File: config.mk
export PLATFORM = sky130hd
export DESIGN_NAME = mycpu_muldiv
export DESIGN_NICKNAME = d
export VERILOG_FILES = /design/src/rtl/mycpu_muldiv.sv
export SDC_FILE = /design/constraint.sdc
export NUM_CORES = 1
export LEC_CHECK = 0
export BUFFER_PORTS_ARGS = -buffer_cell sky130_fd_sc_hd__buf_4
export CORE_MARGIN = 3
export CORE_UTILIZATION = 32
export CTS_CLUSTER_DIAMETER = 30
export DETAILED_ROUTE_END_ITERATION = 6
export GPL_TIMING_DRIVEN = 0
export SYNTH_ARGS = -nofsm -noshare
export SYNTH_HDL_FRONTEND = slang
export SYNTH_SLANG_ARGS = --single-unit
export TNS_END_PERCENT = 30
File: constraint.sdc
create_clock -name clk -period 4.39 [get_ports clk]
set_input_delay 0 -clock clk [delete_from_list [all_inputs] [get_ports clk]]
set_output_delay 0 -clock clk [all_outputs]
set_load 0.01 [all_outputs]
File: src/rtl/mycpu_muldiv.sv
// mycpu_muldiv: MIPS-style HI/LO multiply/divide unit.
// Iterative shift-add multiply and radix-2 restoring divide with 33-cycle latency;
// build-time macro MYCPU_MULDIV_FAST_MUL_EN switches MULT/MULTU to a single-cycle multiply.
// Ports:
//   clk, reset            clock and synchronous active-high reset
//   start, op, a, b       operation request (00 MULT, 01 MULTU, 10 DIV, 11 DIVU) and operands
//   cancel                pipeline flush, aborts an operation in flight
//   hi_we, lo_we, wdata   MTHI/MTLO writes, honoured only while idle with no start
//   busy, done            operation in flight / one-cycle completion pulse
//   hi, lo                architectural HI/LO registers
module mycpu_muldiv (
    input  logic        clk,
    input  logic        reset,
    input  logic        start,
    input  logic [1:0]  op,
    input  logic [31:0] a,
    input  logic [31:0] b,
    input  logic        cancel,
    input  logic        hi_we,
    input  logic        lo_we,
    input  logic [31:0] wdata,
    output logic        busy,
    output logic        done,
    output logic [31:0] hi,
    output logic [31:0] lo
);

    localparam int unsigned W  = 32;
    localparam int unsigned W2 = 2 * W;

    localparam logic [1:0] S_IDLE = 2'd0;
    localparam logic [1:0] S_RUN  = 2'd1;
    localparam logic [1:0] S_FIX  = 2'd2;

`ifdef MYCPU_MULDIV_FAST_MUL_EN
    localparam logic FAST_MUL = 1'b1;
`else
    localparam logic FAST_MUL = 1'b0;
`endif

    logic [1:0]    state;
    logic [1:0]    state_nx;
    logic [4:0]    cnt;
    logic          is_div_q;
    logic          neg_q;
    logic          rneg_q;
    logic          div0_q;
    logic [W2-1:0] acc;
    logic [W-1:0]  bmag;
    logic [W-1:0]  a_raw;

    logic          accept_c;
    logic          wr_ok_c;
    logic [W-1:0]  amag_c;
    logic [W-1:0]  bmag_c;
    logic [W:0]    msum_c;
    logic [W:0]    dtrial_c;
    logic [W2-1:0] mul_nx_c;
    logic [W2-1:0] div_nx_c;
    logic [W2-1:0] prod_c;
    logic [W2-1:0] prod_fix_c;
    logic [W-1:0]  res_hi_c;
    logic [W-1:0]  res_lo_c;

    // Request qualification; busy also covers the done cycle, so start is gated on it.
    always_comb begin
        accept_c = (state == S_IDLE) && start && !cancel && !busy;
        wr_ok_c  = (state == S_IDLE) && !start;
        amag_c   = (!op[0] && a[31]) ? (~a + W'(1)) : a;
        bmag_c   = (!op[0] && b[31]) ? (~b + W'(1)) : b;
    end

    // One shift-add multiply step: acc = {partial_hi, multiplier bits still to consume}.
    always_comb begin
        msum_c   = {1'b0, acc[W2-1:W]} + (acc[0] ? {1'b0, bmag} : (W+1)'(0));
        mul_nx_c = {msum_c, acc[W-1:1]};
    end

    // One restoring divide step: acc = {partial remainder, dividend/quotient bits}.
    always_comb begin
        dtrial_c = acc[W2-1:W-1] - {1'b0, bmag};
        if (dtrial_c[W]) begin
            div_nx_c = {acc[W2-2:0], 1'b0};
        end else begin
            div_nx_c = {dtrial_c[W-1:0], acc[W-2:0], 1'b1};
        end
    end

`ifdef MYCPU_MULDIV_FAST_MUL_EN
    // acc[31:0] still holds |a| because multiplies skip RUN in this build.
    always_comb prod_c = {{W{1'b0}}, acc[W-1:0]} * {{W{1'b0}}, bmag};
`else
    always_comb prod_c = acc;
`endif

    // Sign correction and divide-by-zero result selection for the FIX cycle.
    always_comb begin
        prod_fix_c = neg_q ? (~prod_c + W2'(1)) : prod_c;
        if (!is_div_q) begin
            res_hi_c = prod_fix_c[W2-1:W];
            res_lo_c = prod_fix_c[W-1:0];
        end else if (div0_q) begin
            res_hi_c = a_raw;
            res_lo_c = {W{1'b1}};
        end else begin
            res_hi_c = rneg_q ? (~acc[W2-1:W] + W'(1)) : acc[W2-1:W];
            res_lo_c = neg_q  ? (~acc[W-1:0] + W'(1))  : acc[W-1:0];
        end
    end

    // Next-state logic.
    always_comb begin
        state_nx = state;
        case (state)
            S_IDLE: begin
                if (accept_c) begin
                    state_nx = (FAST_MUL && !op[1]) ? S_FIX : S_RUN;
                end
            end
            S_RUN: begin
                if (cancel) begin
                    state_nx = S_IDLE;
                end else if (cnt == 5'd31) begin
                    state_nx = S_FIX;
                end
            end
            S_FIX:   state_nx = S_IDLE;
            default: state_nx = S_IDLE;
        endcase
    end

    // State register.
    always_ff @(posedge clk) begin
        if (reset) begin
            state <= S_IDLE;
        end else begin
            state <= state_nx;
        end
    end

    // Datapath, HI/LO and status registers.
    always_ff @(posedge clk) begin
        if (reset) begin
            cnt      <= 5'd0;
            is_div_q <= 1'b0;
            neg_q    <= 1'b0;
            rneg_q   <= 1'b0;
            div0_q   <= 1'b0;
            acc      <= W2'(0);
            bmag     <= W'(0);
            a_raw    <= W'(0);
            hi       <= W'(0);
            lo       <= W'(0);
            busy     <= 1'b0;
            done     <= 1'b0;
        end else begin
            // busy lags the state by one cycle so it spans the done cycle.
            busy <= (state != S_IDLE);
            done <= (state == S_FIX) && !cancel;
            case (state)
                S_IDLE: begin
                    if (accept_c) begin
                        cnt      <= 5'd0;
                        is_div_q <= op[1];
                        neg_q    <= !op[0] && (a[31] ^ b[31]);
                        rneg_q   <= !op[0] && op[1] && a[31];
                        div0_q   <= op[1] && (b == W'(0));
                        acc      <= {{W{1'b0}}, amag_c};
                        bmag     <= bmag_c;
                        a_raw    <= a;
                    end
                    if (wr_ok_c && hi_we) begin
                        hi <= wdata;
                    end
                    if (wr_ok_c && lo_we) begin
                        lo <= wdata;
                    end
                end
                S_RUN: begin
                    if (!cancel) begin
                        cnt <= cnt + 5'd1;
                        acc <= is_div_q ? div_nx_c : mul_nx_c;
                    end
                end
                S_FIX: begin
                    if (!cancel) begin
                        hi <= res_hi_c;
                        lo <= res_lo_c;
                    end
                end
                default: ;
            endcase
        end
    end

endmodule

# [After elaboration in Yosys (flattened, before gate mapping)]
# Index checks and enable logic that the tools add are counted.
# W data, S select, Z words.
[totals] rom_bits=0 wordCells=91 mem_bits_rw=0 memories=0 regBits=205 latchBits=0 out_inout_bits=66
[classes] eq_ne=9 muxes=28 n_shift=0 n_bitwise=6 n_reduce_logical=27 n_addsub=8 div=0 magnitude_cmp=0 mul=0
[op_table] op="$mux W32" count=13
[op_table] op="$mux W64" count=5
[op_table] op="$add A32 B1 Y32 const B" count=4
[op_table] op="$not A32 Y32" count=4
[op_table] op="$pmux W32 S2" count=2
[op_table] op="$pmux W64 S2" count=1
[op_table] op="$add A64 B1 Y64 const B" count=1
[op_table] op="$not A64 Y64" count=1
[op_table] op="$add A32 B32 Y33" count=1
[op_table] op="$sub A33 B32 Y33" count=1
[op_table] op="$logic_not A32 Y1" count=1
[op_table] op="$logic_and A1 B1 Y1" count=13
[op_table] op="$mux W5" count=2
[op_table] op="$pmux W5 S2" count=1
[op_table] op="$reduce_and A3 Y1" count=3
[op_table] op="$mux W2" count=3
[op_table] op="$ne A2 B2 Y1 const B" count=3
[op_table] op="$reduce_bool A2 Y1" count=3
[op_table] op="$add A5 B1 Y5 const B" count=1
[op_table] op="$eq A5 B5 Y1 const B" count=1
[op_table] op="$logic_not A1 Y1" count=4
[op_table] op="$ne A2 B1 Y1 const B" count=2
[op_table] op="$pmux W2 S2" count=1
[op_table] op="$reduce_and A2 Y1" count=2
[op_table] op="5 further kinds" count=5

# [Logic depth before layout (Yosys ltp)]
[logic_depth] depth_word=7 mapped_depth=16 ltp_nobuf=14

# [Worst setup path before layout]
# OpenSTA, ideal clock, no wires.
[synth_path] path_type="reg2reg" start="reg acc[32]" end="reg acc[61]" path_stages_with_launch=15 required_time_ps=4258 arrival_time_ps=3255 path_buffers=3 synth_period_minus_slack_ps=3388 setup_slack_ps=1002 path_cell_list="dfxtp_1 clkbuf_1 inv_1 fa_1 nand2b_1 a21oi_1 o221a_2 a21oi_1 o41ai_1 a31oi_1 xnor2_1 buf_2 buf_2 mux2i_1 o211ai_1"
[synth_between] elab_chain_len=5
[synth_rtl] element="start: declaration" line="48" rtl="logic [W2-1:0] acc;"
[synth_rtl] element="start signal: assignment" line="168" rtl="acc <= {{W{1'b0}}, amag_c};"
[synth_rtl] element="start signal: assignment" line="182" rtl="acc <= is_div_q ? div_nx_c : mul_nx_c;"
[synth_rtl] element="$sub A33 B32 Y33" line="81" rtl="dtrial_c = acc[W2-1:W-1] - {1'b0, bmag};"
[synth_rtl] element="$mux W64" line="82" rtl="if (dtrial_c[W]) begin"
[synth_rtl] element="$mux W64 (*)" line="182"
[synth_rtl] element="$mux W64 (*)" line="180" rtl="if (!cancel) begin"
[synth_rtl] element="$pmux W64 S2 (*)" line="160" rtl="case (state)"
# Mark *: on every way between the ends. The rest lies on a longest branch, timed or not. The select of a mux whose other input is x is not followed.
# A chain may end at the register's enable or synchronous reset.

# [Final worst setup path]
[layout_path] start="reg acc[0]" end="reg acc[60]"
[layout_between] elab_chain_len=5
[layout_rtl] element="$mux W32" line="75" rtl="msum_c = {1'b0, acc[W2-1:W]} + (acc[0] ? {1'b0, bmag} : (W+1)'(0));"
[layout_rtl] element="$add A32 B32 Y33" line="75"
[layout_rtl] element="$mux W64" line="182"
[layout_rtl] element="$mux W64" line="180"
[layout_rtl] element="$pmux W64 S2" line="160"
# No other way between the ends. The select of a mux whose other input is x is not followed.

==> Flow_metrics.wiki <==
{| class="wikitable"
! Metric !! Value
|-
| Vertical die dimension || 230 µm
|-
| Count of TritonRoute iterations in the first routing pass || 5
|-
| Cells after synthesis || 2184
|-
| Skew-Pair Late Insertion Delay || 620 ps
|-
| Endpoints failing setup || 0
|-
| Critical path start-end classification || flop to flop
|-
| Number of port buffers || 168
|-
| Power density normalized to cell area || 369 nW/µm²
|-
| Clock Skew || 37.0 ps
|-
| Depth of the worst register-to-register path || 15
|-
| Static leakage power || 8.39 nW
|-
| Highest metal used || met5
|-
| Number of clock buffers inserted by TritonCTS || 59
|-
| Kind of path behind the tightest hold check || input port to flop
|-
| DRC viols || 0
|-
| Yosys reg bits || 205
|-
| Clk pwr share || 56.8%
|-
| Buffers from clock root to sink, at most || 3
|-
| GR Overflow Total || 0
|-
| Synthesized netlist net count || 2360
|-
| Async S/R FF share, synth || 0%
|-
| Non-filler cells, final || 3242
|-
| Simple-gate share of the synthesized area || 21.5%
|-
| Critical Path End Type || flop
|-
| Die area || 53100 µm²
|-
| Fraction of final layout cells sized beyond drive strength 1 || 13.1%
|-
| Number of nets with antenna violations after detailed routing || 0
|-
| Cell area after technology mapping || 16100 µm²
|-
| Flop-to-flop setup slack || 120 ps
|-
| Max Cap Violations || 0
|-
| H-Tree Depth || 2
|-
| GRT Total Usage || 28.4%
|-
| Hold Violations, Final || 0
|-
| Sequential share of power || 26.1%
|-
| Fillcell total || 5076
|-
| Relative max-transition margin || 18.4%
|-
| Antenna violations before repair || 2
|-
| Switching share of power || 29.1%
|-
| Placed cell count || 3016
|-
| HPWL reported at the end of detailed placement || 61200 µm
|-
| Worst Setup Start Kind || flop
|-
| Routability cong. || 1.01
|-
| Met1 Routed Length || 34300 µm
|-
| EDFF count, synth || 0
|-
| Starting density of the core || 32.7%
|-
| Via-per-instance ratio || 5.77
|-
| Sequential cell area || 4110 µm²
|-
| Synth unique cells || 83
|-
| Buffers inserted by post-CTS timing repair || 0
|-
| Fin crit period || 4270 ps
|-
| Vias in the first global route || 17900
|-
| Crit-path max FO || 10
|-
| Share of the clock period used by the worst path || 97.2%
|-
| Multiplexer share of the synthesized area || 4.38%
|-
| Final Util || 43.6%
|-
| Worst setup endpoint || acc[60]$_SDFFE_PP0P_
|-
| Largest family of logic cells by synthesized area || compound AO/OA/AOI/OAI gates
|-
| Syn-to-layout area delta || 33.6%
|-
| Post-CTS clock slew at the launch and capture registers of the worst setup and hold paths || 50 ps
|-
| P_sw || 2.31 mW
|-
| Wire length of the first global-routing pass || 115000 µm
|-
| Syn avg cell area || 7.38 µm²
|-
| Maximum VDD drop || 0.301 mV
|-
| Post-synthesis compound-gate area fraction || 27.0%
|-
| Max Fclk || 234 MHz
|-
| Yosys Warn Count || 0
|-
| Data required time at the worst endpoint || 4850 ps
|-
| Post-Synth Adder-Cell Area || 5.68%
|-
| Amount of wire on met2 after detailed routing || 35200 µm
|-
| Floorplan die width || 230 µm
|-
| Total number of vias || 18700
|-
| Synthesized-area fraction occupied by xor and xnor cells || 9.89%
|-
| Crit path arrival time || 4730 ps
|-
| Footprint of the multi-input gates || 11100 µm²
|-
| Sum of negative setup slack || 0 ps
|-
| Seq/Total Area, Yosys || 25.5%
|-
| Slew at the pin closest to its max-slew limit || 1220 ps
|-
| Reg-to-reg critical path startpoint || acc[0]$_SDFFE_PP0P_
|-
| Maximum number of pins on one net before global-route repair || 18
|-
| Met3 layer wire length in the routed design || 6430 µm
|-
| Clock tree from TritonCTS || yes
|-
| Top_reg_cell synth || sky130_fd_sc_hd__dfxtp_1
|-
| Tot Pwr || 7.95 mW
|-
| Final number of max-transition violations || 0
|-
| DRT Wirelength || 78100 µm
|-
| Wire per inst || 24.1 µm
|-
| Nets || 2706
|-
| CTS Sinks || 205
|-
| I/O pin cnt || 170
|-
| Root Driver || sky130_fd_sc_hd__clkbuf_16
|-
| First DRT Iteration DRCs || 2033
|-
| Status || finished, final reports clean
|-
| Combinational fraction of design power || 17.1%
|-
| Site Rows || 81
|-
| ANT cells || 0
|-
| FF-to-FF End || acc[60]$_SDFFE_PP0P_
|-
| Core Footprint || 49400 µm²
|-
| Internal power of the cells || 5.63 mW
|-
| Critical path startpoint || acc[0]$_SDFFE_PP0P_
|-
| Setup repair after global routing missed its margin || yes
|}
cell type report:
| cell class | instances | area share [%] |
|---|---|---|
| Buffer | 170 | 3.67 |
| Clock buffer | 75 | 7.55 |
| Clock inverter | 34 | 2.27 |
| Inverter | 55 | 0.959 |
| Multi-Input combinational cell | 1754 | 51.3 |
| Sequential cell | 205 | 19.1 |
| Tap cell | 664 | 3.86 |
| Timing Repair Buffer | 285 | 11.3 |
sequential cells by signal, summed over array words and instances, names as in the netlist:
name	flops
a_raw	32
cnt	5
busy	1
neg_q	1
hi	32
lo	32
div0_q	1
rneg_q	1
done	1
state	2
bmag	32
is_div_q	1
acc	64
logic make-up after synthesis:
logic type	after synthesis
flip-flops	205
buffers and inverters	225
adder cells (fa/ha/maj)	72
AND/OR/NAND/NOR	758
multiplexers	70
XOR/XNOR	182
AO/OA/AOI/OAI	672
timing repair:
item	in CTS	in global routing
resized for setup	8	3
endpoints found under the hold margin	170	0
pin swaps	0	1
endpoints found under the setup margin	34	18
hold buffers	117	0
worst min-delay path by stage:
stage                        endpoint  slack, ps   from  depth (start not counted)
3_5_place_dp     bmag[0]$_SDFFE_PP0P_        290   b[0]                          3
5_1_grt         is_div_q$_SDFFE_PP0P_        220  op[1]                          4
4_1_cts           cnt[1]$_SDFFE_PP0P_        190  start                          4
6_report       a_raw[15]$_SDFFE_PP0P_        210  a[15]                          4
3_3_place_gp     bmag[0]$_SDFFE_PP0P_        280   b[0]                          3
2_1_floorplan   a_raw[4]$_SDFFE_PP0P_        140   a[4]                          2
stage by stage:
step	setup WS (ps)	cell area, µm²	hold WS [ps]
detailed placement	-510	18200	289
global route	-61.6	21500	225
finish	122	21500	211
floorplan	1000	16100	136
global placement	-486	18200	283
CTS	68.1	21500	187
cells in the final DEF, fill, tap and decap left out, types with 21 or more instances in the layout:
master,count
sky130_fd_sc_hd__dlygate4sd3_1,117
sky130_fd_sc_hd__o31ai_1,26
sky130_fd_sc_hd__nor3_1,42
sky130_fd_sc_hd__clkbuf_16,59
sky130_fd_sc_hd__xor2_1,73
sky130_fd_sc_hd__nand3_1,46
sky130_fd_sc_hd__nor2_1,261
sky130_fd_sc_hd__a211oi_1,76
sky130_fd_sc_hd__buf_4,172
sky130_fd_sc_hd__a21o_1,35
sky130_fd_sc_hd__o21ai_0,130
sky130_fd_sc_hd__nand2b_1,25
sky130_fd_sc_hd__mux2i_1,66
sky130_fd_sc_hd__o221ai_1,37
sky130_fd_sc_hd__ha_1,70
sky130_fd_sc_hd__dfxtp_1,204
sky130_fd_sc_hd__clkbuf_1,136
sky130_fd_sc_hd__nand2_1,248
sky130_fd_sc_hd__a31oi_1,21
sky130_fd_sc_hd__inv_1,55
sky130_fd_sc_hd__xnor2_1,108
sky130_fd_sc_hd__a21oi_1,211
sky130_fd_sc_hd__o211ai_1,22
worst max-delay path: stages, from the launching register on:
cell	delay, ps
sky130_fd_sc_hd__dfxtp_1	290
sky130_fd_sc_hd__clkbuf_2	250
sky130_fd_sc_hd__inv_1	250
sky130_fd_sc_hd__buf_1	410
sky130_fd_sc_hd__nor2_1	80
sky130_fd_sc_hd__ha_1	280
sky130_fd_sc_hd__clkbuf_1	190
sky130_fd_sc_hd__a21oi_1	270
sky130_fd_sc_hd__o221ai_1	210
sky130_fd_sc_hd__a221o_1	400
sky130_fd_sc_hd__a22o_1	290
sky130_fd_sc_hd__a221oi_1	490
sky130_fd_sc_hd__o21ai_0	180
sky130_fd_sc_hd__mux2i_1	160
sky130_fd_sc_hd__a221oi_1	250
sky130_fd_sc_hd__o21ai_0	120
power by group through the flow:
stage | Clock, mW | Sequential (mW) | Combinational, mW
after floorplan | 0 | 2.06 | 0.731
after global placement | 0 | 2.10 | 1.22
after detailed placement | 0 | 2.10 | 1.23
after CTS | 4.54 | 2.07 | 1.33
after global routing | 4.66 | 2.08 | 1.46
final | 4.51 | 2.07 | 1.36
cells in the mapped netlist, drive strengths merged, types with 16 or more instances:
cell | count | area share (%)
nand2 | 248 | 5.8
nor3 | 46 | 1.6
nand3 | 47 | 1.5
dfxtp | 205 | 25
inv | 55 | 1.3
a31oi | 21 | 0.81
nor2b | 20 | 0.78
or3 | 20 | 0.78
nor2 | 262 | 6.1
mux2i | 66 | 4.1
ha | 70 | 5.4
o211ai | 22 | 1.0
a21o | 35 | 1.6
a211oi | 76 | 3.5
o221ai | 37 | 2.0
nand2b | 25 | 0.97
xnor2 | 109 | 5.9
buf | 27 | 0.89
o31ai | 27 | 1.3
clkbuf | 142 | 3.9
xor2 | 73 | 4.0
o21ai | 133 | 4.2
o41ai | 16 | 0.96
a21oi | 212 | 6.6
metal layers:
layer / track usage [%] / vias to the layer above
li1: - / 8592
met1: 38.9 / 9127
met2: 45.5 / 828
met3: 5.38 / 147
met4: 7.99 / 2
met5: 0 / -
Power figures use the tool's default switching activity.
